===== src/rtl/tart_bb_sequencer.sv =====
// Block buffer sequencer: drains the acquisition FIFO into the block buffer,
// then streams the buffer in address order into the transmit FIFO under watermark throttling.
module tart_bb_sequencer #(
    parameter int BLOCK_BUFFER_ADDR_WIDTH = 14,
    parameter int BLOCK_BUFFER_DEPTH      = 1 << BLOCK_BUFFER_ADDR_WIDTH,
    parameter int TX_CNT_WIDTH            = 5,
    parameter int TX_HIGH_WATER           = 24
) (
    input  logic                               clk_i,
    input  logic                               rst_i,
    input  logic                               start_aq_i,
    input  logic                               aq_empty_i,
    output logic                               aq_read_en_o,
    output logic                               bb_write_en_o,
    output logic [BLOCK_BUFFER_ADDR_WIDTH-1:0] bb_write_ptr_o,
    output logic [BLOCK_BUFFER_ADDR_WIDTH-1:0] bb_read_ptr_o,
    input  logic [TX_CNT_WIDTH-1:0]            tx_wr_count_i,
    input  logic                               tx_full_i,
    output logic                               tx_write_en_o,
    output logic                               bb_filled_o,
    output logic                               readout_done_o,
    output logic [1:0]                         state_o
);

    localparam int AW = BLOCK_BUFFER_ADDR_WIDTH;
    localparam logic [AW:0]             DEPTH_C   = (AW+1)'(BLOCK_BUFFER_DEPTH);
    localparam logic [AW:0]             ONE_C     = (AW+1)'(1);
    localparam logic [AW-1:0]           ONE_A     = AW'(1);
    localparam logic [AW-1:0]           LAST_ADDR = {AW{1'b1}};
    localparam logic [TX_CNT_WIDTH-1:0] TX_THRESH = TX_CNT_WIDTH'(TX_HIGH_WATER - 2);

    typedef enum logic [1:0] {
        ST_IDLE    = 2'd0,
        ST_CAPTURE = 2'd1,
        ST_DRAIN   = 2'd2,
        ST_DONE    = 2'd3
    } state_t;

    state_t        state_q, state_d;
    logic          s1_q, s2_q, s3_q;
    logic [AW:0]   rd_issued_q, rd_issued_d;
    logic [AW-1:0] wr_ptr_q, wr_ptr_d;
    logic          wr_en_q, wr_en_d;
    logic [AW:0]   rd_bb_issued_q, rd_bb_issued_d;
    logic [AW-1:0] rd_ptr_q, rd_ptr_d;
    logic          tx_en_q, tx_en_d;
    logic [AW:0]   tx_written_q, tx_written_d;
    logic          filled_q, filled_d;
    logic          done_q, done_d;
    logic          start_evt;
    logic          aq_read_en;
    logic          rd_issue;

    always_comb begin
        start_evt  = s2_q & ~s3_q;
        aq_read_en = (state_q == ST_CAPTURE) & ~aq_empty_i & (rd_issued_q < DEPTH_C);
        // Threshold leaves room for one write in flight plus one cycle of count lag.
        rd_issue   = (state_q == ST_DRAIN) & ~tx_full_i & (tx_wr_count_i < TX_THRESH)
                   & (rd_bb_issued_q < DEPTH_C);

        state_d        = state_q;
        rd_issued_d    = rd_issued_q;
        wr_ptr_d       = wr_ptr_q;
        wr_en_d        = aq_read_en;
        rd_bb_issued_d = rd_bb_issued_q;
        rd_ptr_d       = rd_ptr_q;
        tx_en_d        = rd_issue;
        tx_written_d   = tx_written_q;
        filled_d       = filled_q;
        done_d         = done_q;

        case (state_q)
            ST_IDLE, ST_DONE: begin
                if (start_evt) begin
                    state_d        = ST_CAPTURE;
                    rd_issued_d    = '0;
                    wr_ptr_d       = '0;
                    rd_bb_issued_d = '0;
                    rd_ptr_d       = '0;
                    tx_written_d   = '0;
                    filled_d       = 1'b0;
                    done_d         = 1'b0;
                end
            end
            ST_CAPTURE: begin
                if (aq_read_en) begin
                    rd_issued_d = rd_issued_q + ONE_C;
                end
                // FIFO data lags the read by one cycle, so the write trails the read strobe.
                if (wr_en_q) begin
                    wr_ptr_d = wr_ptr_q + ONE_A;
                    if (wr_ptr_q == LAST_ADDR) begin
                        filled_d = 1'b1;
                        state_d  = ST_DRAIN;
                    end
                end
            end
            ST_DRAIN: begin
                if (rd_issue) begin
                    rd_ptr_d       = rd_ptr_q + ONE_A;
                    rd_bb_issued_d = rd_bb_issued_q + ONE_C;
                end
                if (tx_en_q) begin
                    tx_written_d = tx_written_q + ONE_C;
                    if (tx_written_q == {1'b0, LAST_ADDR}) begin
                        done_d  = 1'b1;
                        state_d = ST_DONE;
                    end
                end
            end
            default: state_d = ST_IDLE;
        endcase
    end

    always_ff @(posedge clk_i or posedge rst_i) begin
        if (rst_i) begin
            state_q        <= ST_IDLE;
            s1_q           <= 1'b0;
            s2_q           <= 1'b0;
            s3_q           <= 1'b0;
            rd_issued_q    <= '0;
            wr_ptr_q       <= '0;
            wr_en_q        <= 1'b0;
            rd_bb_issued_q <= '0;
            rd_ptr_q       <= '0;
            tx_en_q        <= 1'b0;
            tx_written_q   <= '0;
            filled_q       <= 1'b0;
            done_q         <= 1'b0;
        end else begin
            state_q        <= state_d;
            s1_q           <= start_aq_i;
            s2_q           <= s1_q;
            s3_q           <= s2_q;
            rd_issued_q    <= rd_issued_d;
            wr_ptr_q       <= wr_ptr_d;
            wr_en_q        <= wr_en_d;
            rd_bb_issued_q <= rd_bb_issued_d;
            rd_ptr_q       <= rd_ptr_d;
            tx_en_q        <= tx_en_d;
            tx_written_q   <= tx_written_d;
            filled_q       <= filled_d;
            done_q         <= done_d;
        end
    end

    assign aq_read_en_o   = aq_read_en;
    assign bb_write_en_o  = wr_en_q;
    assign bb_write_ptr_o = wr_ptr_q;
    assign bb_read_ptr_o  = rd_ptr_q;
    assign tx_write_en_o  = tx_en_q;
    assign bb_filled_o    = filled_q;
    assign readout_done_o = done_q;
    assign state_o        = state_q;

endmodule


===== config.mk =====
export PLATFORM = sky130hd
export DESIGN_NAME = tart_bb_sequencer
export DESIGN_NICKNAME = d
export VERILOG_FILES = /design/src/rtl/tart_bb_sequencer.sv
export SDC_FILE = /design/constraint.sdc
export NUM_CORES = 1
export LEC_CHECK = 0
export ABC_AREA = 1
export BUFFER_PORTS_ARGS = -buffer_cell sky130_fd_sc_hd__buf_2
export CAP_MARGIN = 30
export CELL_PAD_IN_SITES_DETAIL_PLACEMENT = 0
export CELL_PAD_IN_SITES_GLOBAL_PLACEMENT = 1
export CORE_MARGIN = 1.5
export CORE_UTILIZATION = 43
export DETAILED_ROUTE_END_ITERATION = 8
export PLACE_DENSITY = 0.92
export SYNTH_ARGS = -nofsm -noshare
export SYNTH_HDL_FRONTEND = slang
export SYNTH_SLANG_ARGS = --single-unit
export TNS_END_PERCENT = 30

===== constraint.sdc =====
create_clock -name clk_i -period 2.87 [get_ports clk_i]
set_input_delay 0.287 -clock clk_i [delete_from_list [all_inputs] [get_ports clk_i]]
set_output_delay 0.287 -clock clk_i [all_outputs]
set_load 0.1 [all_outputs]

==> impl_metrics.yaml, run 1 <==
sta:
  fmax_mhz: 385
  hold_viol_final: 2
  relSlewSlack_pct: 57.1
  hold_ws_ns: -0.000362
  finalClockSkew_ns: 0.00539
  finalSetupViolCount: 0
  fin_crit_sh_pct: 90.6
  finalSetupTns_ns: 0
  fin_crit_ns: 2.60
  grt_setup_unrepaired: "no"
  finalMaxSlewViolations: 0
  tightest_slew_ns: 0.642
synthesis:
  ys_ff_latch: 82
  syn_avg_cell_area_sq_um: 7.04
  synth-main-ff-cell: "dfrtp_1"
  synth_cells: 695
  synth_async_sr_flop_share_pct: 100
  yosysTopAreaCell: "dfrtp_1"
  ys_warn_count: 0
  syn_nets: 713
  ys_top_cells_by_area: "dfrtp_1, nand2_1, nand3_1"
  yosysUniqueCellTypes: 32
  synth-edff-count: 0
  ys_seq_area_share_pct: 42.0
  syn_area_sq_um: 4890
  yosysTopAreaCellShare_pct: 42.0
power_and_ir_drop:
  p_per_area_nw_per_um2: 778
  leakage_uw: 0.00262
  clkPwrFrac_pct: 29.6
  power_frac_seq_pct: 29.9
  p_sw_share_pct: 46.2
  internal_power_uw: 2330
  pwr-share-comb_pct: 40.5
  ir_drop_mv: 0.456
  total_power_uw: 4320
  power.switching_uw: 2000
clocking:
  cts_resized: 0
  clock_tree.root_cell: "clkbuf_16"
  post-cts-setup-buffers: 0
  htreeDepth: 3
  clkSlewWorstSetupHoldPaths_ns: 0.06
  clock-sinks: 82
  clk_latency_ns: 0.35
  cts_tree: "done"
  clk_path_buf_depth: 2
  cts_buffers: 9
  hold_buffers: 0
global_routing:
  antenna_found_initial: 0
  first_global_vias: 4218
  grt_pass1_wl_microns: 19800
  track_usage_pct: 21.1
  grt-ovfl-total: 0
  grt_max_degree: 49
critical_path:
  critPathMaxFanout: 13
  crit_required_ns: 2.58
  cp-end-kind: "output pin"
  cp.arrival_ns: 2.31
  crit_path_start_kind: "flip-flop"
  r2r_setup_slack_ns: 0.51
  crit_type: "flip-flop to output pin"
floorplan:
  fp.dieW_microns: 110
  core_area_sq_um: 11000
  dieArea_sq_um: 12000
  ioPinCount: 45
  row_count: 38
  die_height_microns: 110
  initial_utilization_pct: 44.5
detailed_routing:
  drt-vias-per-instance: 5.32
  route.detailed.wl_per_inst_microns: 13.4
  dr.pass1.iters: 4
  wl_microns: 11700
  drt_iter0_drc: 253
  ant_nets: 0
  drcViolationCount: 0
  vias: 4680
layout:
  final_common_cell: "nand2_1"
  drive_gt1_share_pct: 11.0
  fill_cells: 1086
  mostFrequentLayoutCells: "nand2_1, nor2_1, dfrtp_1, inv_1, nand3_1"
  syn2layout_area_growth_pct: 13.6
  finalNetCount: 752
  n_antenna_cell: 0
placement:
  portBuffers: 43
  place.gp.congestion: 0.857
  hpwlAfterDp_microns: 8230
status:
  failed_checks: "negative hold slack"
  status: "finished, violations left"
min_path:
  hold_class: "input pin to async pin"
run:
  drv_cap: 0
==> state kept, by name (all words and copies together) (netlist names) <==
signal / count
bb_filled_o: 1
bb_read_ptr_o: 14
bb_write_en_o: 1
bb_write_ptr_o: 14
rd_bb_issued_q: 15
rd_issued_q: 15
readout_done_o: 1
s1_q: 1
s2_q: 1
s3_q: 1
state_o: 2
tx_write_en_o: 1
tx_written_q: 15
==> cell type report <==
type | count | area (sq um) | area share (%)
repair buffers | 46 | 250 | 4.50
clock inverters | 6 | 88.8 | 1.60
flip-flops and latches | 82 | 2050 | 36.9
inverters | 78 | 294 | 5.29
well taps | 140 | 175 | 3.15
clock buffers | 10 | 239 | 4.30
multi-input cells | 517 | 2460 | 44.2
==> synth_stat cells (6+ instances only) <==
library cell / n
a21oi_1: 16
nor2_1: 90
nand4_1: 52
o21ai_0: 39
ha_1: 8
dfrtp_1: 82
nand3_1: 71
o21bai_1: 7
buf_2: 9
nand2_1: 199
inv_1: 76
nor3_1: 6
==> final timing paths <==
kind | startpoint | endpoint | depth (start not counted)
setup reg to reg | state_o[0]$_DFFE_PP0P_ | rd_bb_issued_q[12]$_DFFE_PP0P_ | 9
max in group asynchronous | rst_i | bb_read_ptr_o[11]$_DFFE_PP0P_ | 3
setup / recovery | state_o[1]$_DFFE_PP0P_ | aq_read_en_o | 5
min in group clk_i | start_aq_i | s1_q$_DFF_PP0_ | 1
hold reg to reg | s1_q$_DFF_PP0_ | s2_q$_DFF_PP0_ | 0
hold / removal | rst_i | rd_issued_q[4]$_DFFE_PP0P_ | 2
==> critical path, stage by stage (launching register included) <==
cell	delay, ns
dfrtp_1	0.42
inv_1	0.09
ha_1	0.53
inv_1	0.22
nor3_4	0.23
buf_2	0.47
==> cell families after synthesis <==
| family | count (synthesis) | synth area share [%] |
|---|---|---|
| AOI/OAI and AO/OA | 73 | 8.16 |
| xor gates and xnor gates | 4 | 0.716 |
| adders and majority gates | 8 | 2.05 |
| buffers and inverters | 96 | 8.01 |
| DFF | 82 | 42.0 |
| and+or+nand+nor | 432 | 39.1 |
==> per-layer routing <==
layer,global-route usage (%),part of all wire (%),vias up
met2,35.0,48,89
li1,-,-,2358
met3,4.92,4.2,14
met1,27.0,47,2219
met4,7.33,1.5,0
met5,0,0,-
==> power by group through the flow <==
stage / clock, uW / combinational (uW) / sequential (uW)
after floorplan: 0 / 1210 / 1550
after global placement: 0 / 1690 / 1310
after detailed placement: 0 / 1740 / 1310
after CTS: 1310 / 1750 / 1290
after global routing: 1350 / 1940 / 1300
final: 1280 / 1750 / 1290
==> per-stage QoR <==
| step | instances | util, % | hold slack [ns] | instance area [sq um] | setup slack, ns |
|---|---|---|---|---|---|
| final | 879 | 50.6 | -0.000362 | 5560 | 0.270 |
| after global routing | 879 | 50.6 | 0.0351 | 5560 | 0.111 |
| after floorplan | 695 | - | 0.318 | 4900 | 0.285 |
| after detailed placement | 863 | 47.6 | 0.339 | 5230 | 0.520 |
| after global placement | 863 | 47.6 | 0.337 | 5230 | 0.583 |
| after CTS | 879 | 50.6 | 0.0248 | 5560 | 0.242 |
Note: power is estimated with default switching activity, not from simulation.
==> run 2, diff against run 1 <==
--- a/config.mk
+++ b/config.mk
@@ -14,6 +14,7 @@
 export CORE_UTILIZATION = 43
 export DETAILED_ROUTE_END_ITERATION = 8
 export PLACE_DENSITY = 0.92
+export SETUP_SLACK_MARGIN = 0.5
 export SYNTH_ARGS = -nofsm -noshare
 export SYNTH_HDL_FRONTEND = slang
 export SYNTH_SLANG_ARGS = --single-unit
==> impl_metrics.yaml, run 2 (same netlist as run 1, synthesis figures left out) <==
status:
  status: "completed"
layout:
  multi_input_area_sq_um: 2460
  n_antenna_cell: 0
  final_common_cell: "nand2_1"
  mostFrequentLayoutCells: "nand2_1, nor2_1, dfrtp_1, inv_1, nand3_1"
  fill_cells: 1078
  syn2layout_area_growth_pct: 12.6
  reg.largest.list: "rd_bb_issued_q x15, rd_issued_q x15, tx_written_q x15"
  final_area_sq_um: 5510
  finalNetCount: 753
  seqCellArea_sq_um: 2050
  drive_gt1_share_pct: 11.1
critical_path:
  crit_start: "state_o[1]$_DFFE_PP0P_"
  crit_path_start_kind: "flip-flop"
  crit_required_ns: 2.58
  slowest_stage: "dfrtp_2"
  crit_path_frequent_cell: "inv_1"
  r2r-start: "state_o[0]$_DFFE_PP0P_"
  reg2regPathDepth: 8
  crit_path_cell_trace: "inv_1, ha_2, inv_1, nor3_4, buf_4"
  critPathMaxFanout: 13
  slowest_delay_ns: 0.42
  crit_type: "flip-flop to output pin"
  cp-end-kind: "output pin"
  cp.arrival_ns: 1.98
sta:
  fmax_mhz: 441
  finalSetupViolCount: 0
  relSlewSlack_pct: 43.9
  hold_viol_final: 0
  finalMaxSlewViolations: 0
  grt_setup_unrepaired: "no"
  fin_crit_ns: 2.27
  finalSetupTns_ns: 0
  fin_crit_sh_pct: 79.0
  tightest_slew_ns: 0.840
  finalClockSkew_ns: 0.00707
clocking:
  clk_latency_ns: 0.34
  cts_buffers: 9
  post-cts-setup-buffers: 0
  clock_tree.root_cell: "clkbuf_16"
  htreeDepth: 3
  clock-sinks: 82
  cts_tree: "done"
  clk_path_buf_depth: 2
  clkSlewWorstSetupHoldPaths_ns: 0.06
floorplan:
  dieArea_sq_um: 12000
  die_height_microns: 110
  core_area_sq_um: 11000
  initial_utilization_pct: 44.5
  row_count: 38
  ioPinCount: 45
  fp.dieW_microns: 110
power_and_ir_drop:
  clkPwrFrac_pct: 25.4
  leakage_uw: 0.00259
  power_frac_seq_pct: 31.7
  p_sw_share_pct: 47.4
  ir_drop_mv: 0.661
  total_power_uw: 4090
  internal_power_uw: 2150
  p_per_area_nw_per_um2: 742
  power.switching_uw: 1940
  pwr-share-comb_pct: 42.9
detailed_routing:
  route.detailed.wl_per_inst_microns: 13.1
  drt-vias-per-instance: 5.31
  dr.pass1.iters: 6
  ant_nets: 0
  wl_microns: 11500
  vias: 4661
  drt_iter0_drc: 292
  drcViolationCount: 0
global_routing:
  grt-ovfl-total: 0
  track_usage_pct: 20.9
  antenna_found_initial: 0
  first_global_vias: 4326
  grt_pass1_wl_microns: 19700
  grt_max_degree: 47
min_path:
  min_path_cells: 1
  hold_class: "input pin to flip-flop"
  hold_start: "start_aq_i"
placement:
  dpl-instance-area_sq_um: 5240
  portBuffers: 43
  place.gp.congestion: 0.806
  hpwlAfterDp_microns: 8110
run:
  drv_cap: 0
==> run 2: changes by cell type in the layout (fill, tap and decap cells not counted) <==
cell       change
bufinv_16      -2
inv_6          -1
buf_2          -1
buf_4          +2
ha_2           +1
dfrtp_2        +2
dfrtp_1        -2
ha_1           -1
clkbuf_1       +1
==> run 2: area by class of cell <==
cell class | instances | area share (%)
multi-input cells | 517 | 44.7
flip-flops and latches | 82 | 37.3
inverters | 78 | 5.38
repair buffers | 47 | 4.73
clock buffers | 11 | 4.41
well taps | 140 | 3.18
clock inverters | 3 | 0.318
==> run 2: worst max-delay path: cells and delay by family (launching register included) <==
family | cells | cell delay (ns)
buffers and inverters | 3 | 0.59
flip-flops | 1 | 0.42
adder cells (fa/ha/maj) | 1 | 0.38
AND/OR/NAND/NOR | 1 | 0.25
==> run 2: path summary, 6_finish.rpt <==
kind                                             endpoint  slack [ns]
max in group asynchronous    tx_written_q[10]$_DFFE_PP0P_        2.08
min reg2reg                                s2_q$_DFF_PP0_        0.35
max                                          aq_read_en_o        0.60
min in group asynchronous  bb_write_ptr_o[11]$_DFFE_PP0P_        0.10
min                                        s1_q$_DFF_PP0_        0.05
max reg2reg                 rd_bb_issued_q[9]$_DFFE_PP0P_        0.72
==> run 2: power groups by stage <==
stage / clock network (uW) / registers (uW) / logic, uW
floorplan: 0 / 1560 / 1220
global placement: 0 / 1310 / 1710
detailed placement: 0 / 1320 / 1750
CTS: 1070 / 1290 / 1750
global route: 1120 / 1310 / 1940
finish: 1040 / 1300 / 1750
==> run 2: repair_timing <==
item,4_1_cts,5_1_grt
gates resized for setup,2,0
setup endpoints to repair,1,0
hold buffers,0,0
==> run 2: metal layers <==
layer  up-vias  wire, microns  share of wire, %  global-route usage [%]
met1      2184           5360                47                    26.6
met3        10            578               5.0                    5.69
met5         -              0                 0                       0
li1       2361              -                 -                       -
met2       106           5410                47                    35.0
met4         0            116               1.0                    5.66
==> run 2: through the flow <==
step / util (%) / hold slack [ns] / setup WS [ns] / cells
2_1_floorplan: - / 0.318 / 0.544 / 695
3_3_place_gp: 47.7 / 0.335 / 0.658 / 864
3_5_place_dp: 47.7 / 0.339 / 0.635 / 864
4_1_cts: 50.1 / 0.0388 / 0.596 / 878
5_1_grt: 50.1 / 0.0429 / 0.534 / 878
6_report: 50.1 / 0.0534 / 0.603 / 878
==> run 3, diff against run 2 <==
==> constraint.sdc (replaced) <==
create_clock -name clk_i -period 2.1 [get_ports clk_i]
set_input_delay 0.21 -clock clk_i [delete_from_list [all_inputs] [get_ports clk_i]]
set_output_delay 0.21 -clock clk_i [all_outputs]
set_load 0.1 [all_outputs]
==> impl_metrics.yaml, run 3 (same netlist as run 1, synthesis figures left out) <==
detailed_routing:
  drcViolationCount: 0
  dr.pass1.iters: 5
  ant_nets: 0
  drt_iter0_drc: 294
  route.detailed.wl_per_inst_microns: 14.5
  wl_met2_microns: 6450
  wl_microns: 13400
  vias: 4967
  route.met3.wl_microns: 865
  wl_met1_microns: 5870
  drt-vias-per-instance: 5.37
  top_layer: "met4"
floorplan:
  die_height_microns: 110
  dieArea_sq_um: 12000
  core_area_sq_um: 11000
  initial_utilization_pct: 44.5
  row_count: 38
  fp.dieW_microns: 110
  ioPinCount: 45
clocking:
  cts_tree: "done"
  htreeDepth: 3
  clkSlewWorstSetupHoldPaths_ns: 0.07
  clock_tree.root_cell: "clkbuf_16"
  clock-sinks: 82
  cts_buffers: 9
  clk_path_buf_depth: 2
  clk_latency_ns: 0.35
global_routing:
  antenna_found_initial: 0
  grt_max_degree: 29
  first_global_vias: 4569
  grt-ovfl-total: 0
  track_usage_pct: 22.8
  grt_pass1_wl_microns: 21400
run:
  drv_cap: 0
sta:
  fmax_mhz: 535
  finalSetupViolCount: 0
  fin_crit_ns: 1.87
  tightest_slew_ns: 0.601
  finalClockSkew_ns: 0.0122
  hold_viol_final: 0
  finalMaxSlewViolations: 0
  relSlewSlack_pct: 59.8
  fin_crit_sh_pct: 89.0
  grt_setup_unrepaired: "yes"
layout:
  fill_cells: 984
  reg.largest.list: "rd_bb_issued_q x15, rd_issued_q x15, tx_written_q x15"
  fin_cells: 925
  n_antenna_cell: 0
  mostFrequentLayoutCells: "nand2_1, nor2_1, dfrtp_1, inv_1, nand3_1"
  seqCellArea_sq_um: 2060
  final_area_sq_um: 6340
  multi_input_area_sq_um: 2720
  final_common_cell: "nand2_1"
  syn2layout_area_growth_pct: 29.7
  drive_gt1_share_pct: 23.2
  finalNetCount: 798
critical_path:
  crit_path_cell_trace: "ha_4, nand2_8, nand2_4, nor2_4, buf_6, nor2_4, buf_12, nor2_2, a21oi_1"
  crit_path_frequent_cell: "nor2_4"
  critPathMaxFanout: 6
  crit_path_start_kind: "flip-flop"
  crit_buf_inv: 2
  crit_type: "flip-flop to flip-flop"
  slowest_stage: "dfrtp_4"
  cp-end-kind: "flip-flop"
  crit_required_ns: 2.37
  cp.arrival_ns: 2.14
  cpLargestDelayFamily: "flip-flops"
  slowest_delay_ns: 0.52
min_path:
  hold_class: "input pin to flip-flop"
placement:
  dp.cells: 870
  portBuffers: 43
  place.gp.congestion: 0.871
  dpl-instance-area_sq_um: 5330
  hpwlAfterDp_microns: 8280
power_and_ir_drop:
  p_per_area_nw_per_um2: 1220
  ir_drop_mv: 0.875
  leakage_uw: 0.00291
status:
  status: "completed"
[run 3: stage by stage]
stage | hold slack (ns) | worst slack [ns] | TNS, ns | total power (uW) | util [%]
global placement | 0.314 | 0.218 | 0 | 4390 | 48.6
floorplan | 0.241 | -0.0539 | -0.193 | 3870 | -
global route | 0.217 | 0.194 | 0 | 8160 | 57.8
detailed placement | 0.316 | 0.133 | 0 | 4430 | 48.6
finish | 0.211 | 0.232 | 0 | 7760 | 57.8
CTS | 0.200 | 0.317 | 0 | 6830 | 55.2
[run 3: timing repair]
item                                    in CTS  in global routing
gates cloned                                 3                  4
hold buffers                                 2                  0
gates resized for setup                     47                 47
pin swaps                                   14                 12
endpoints found under the hold margin       26                  0
buffers inserted                            23                  7
endpoints found under the setup margin      77                 78
[run 3: worst paths after layout]
path | start | end | slack, ns | cells after the start
min in group asynchronous | rst_i | rd_issued_q[9]$_DFFE_PP0P_ | 0.48 | 3
worst max-delay path | state_o[1]$_DFFE_PP0P_ | bb_read_ptr_o[5]$_DFFE_PP0P_ | 0.23 | 9
max in group asynchronous | rst_i | bb_read_ptr_o[0]$_DFFE_PP0P_ | 0.83 | 4
worst min register to register | s1_q$_DFF_PP0_ | s2_q$_DFF_PP0_ | 0.35 | 0
worst min-delay path | aq_empty_i | bb_write_en_o$_DFF_PP0_ | 0.21 | 3
worst max register to register | state_o[1]$_DFFE_PP0P_ | bb_read_ptr_o[5]$_DFFE_PP0P_ | 0.23 | 9
[run 3: area by class of cell]
class / instances / area share [%]
inverter: 78 / 4.97
tap: 140 / 2.76
clock buffer: 10 / 3.77
clock inverter: 6 / 0.631
sequential: 82 / 32.5
multi-input combinational: 518 / 42.8
timing repair buffer: 91 / 12.5
[run 3: worst register-to-register path, delay by kind of cell (launching register included)]
kind / cells / cell delay, ns
AND/OR/NAND/NOR: 5 / 0.51
adder cells (fa/ha/maj): 1 / 0.34
flip-flops: 1 / 0.52
AO/OA/AOI/OAI: 1 / 0.13
buffers and inverters: 2 / 0.29
[run 3: report_power, final]
part / total (uW) / internal, uW / switching, uW
combinational: 4450 / 1760 / 2690
clock: 1500 / 833 / 663
sequential: 1810 / 1680 / 130
[run 3: metal layers]
| metal | vias to the layer above | GRT usage [%] |
|---|---|---|
| met4 | 0 | 7.05 |
| met3 | 24 | 4.98 |
| met5 | - | 0 |
| met1 | 2332 | 30.5 |
| met2 | 155 | 37.1 |
| li1 | 2456 | - |
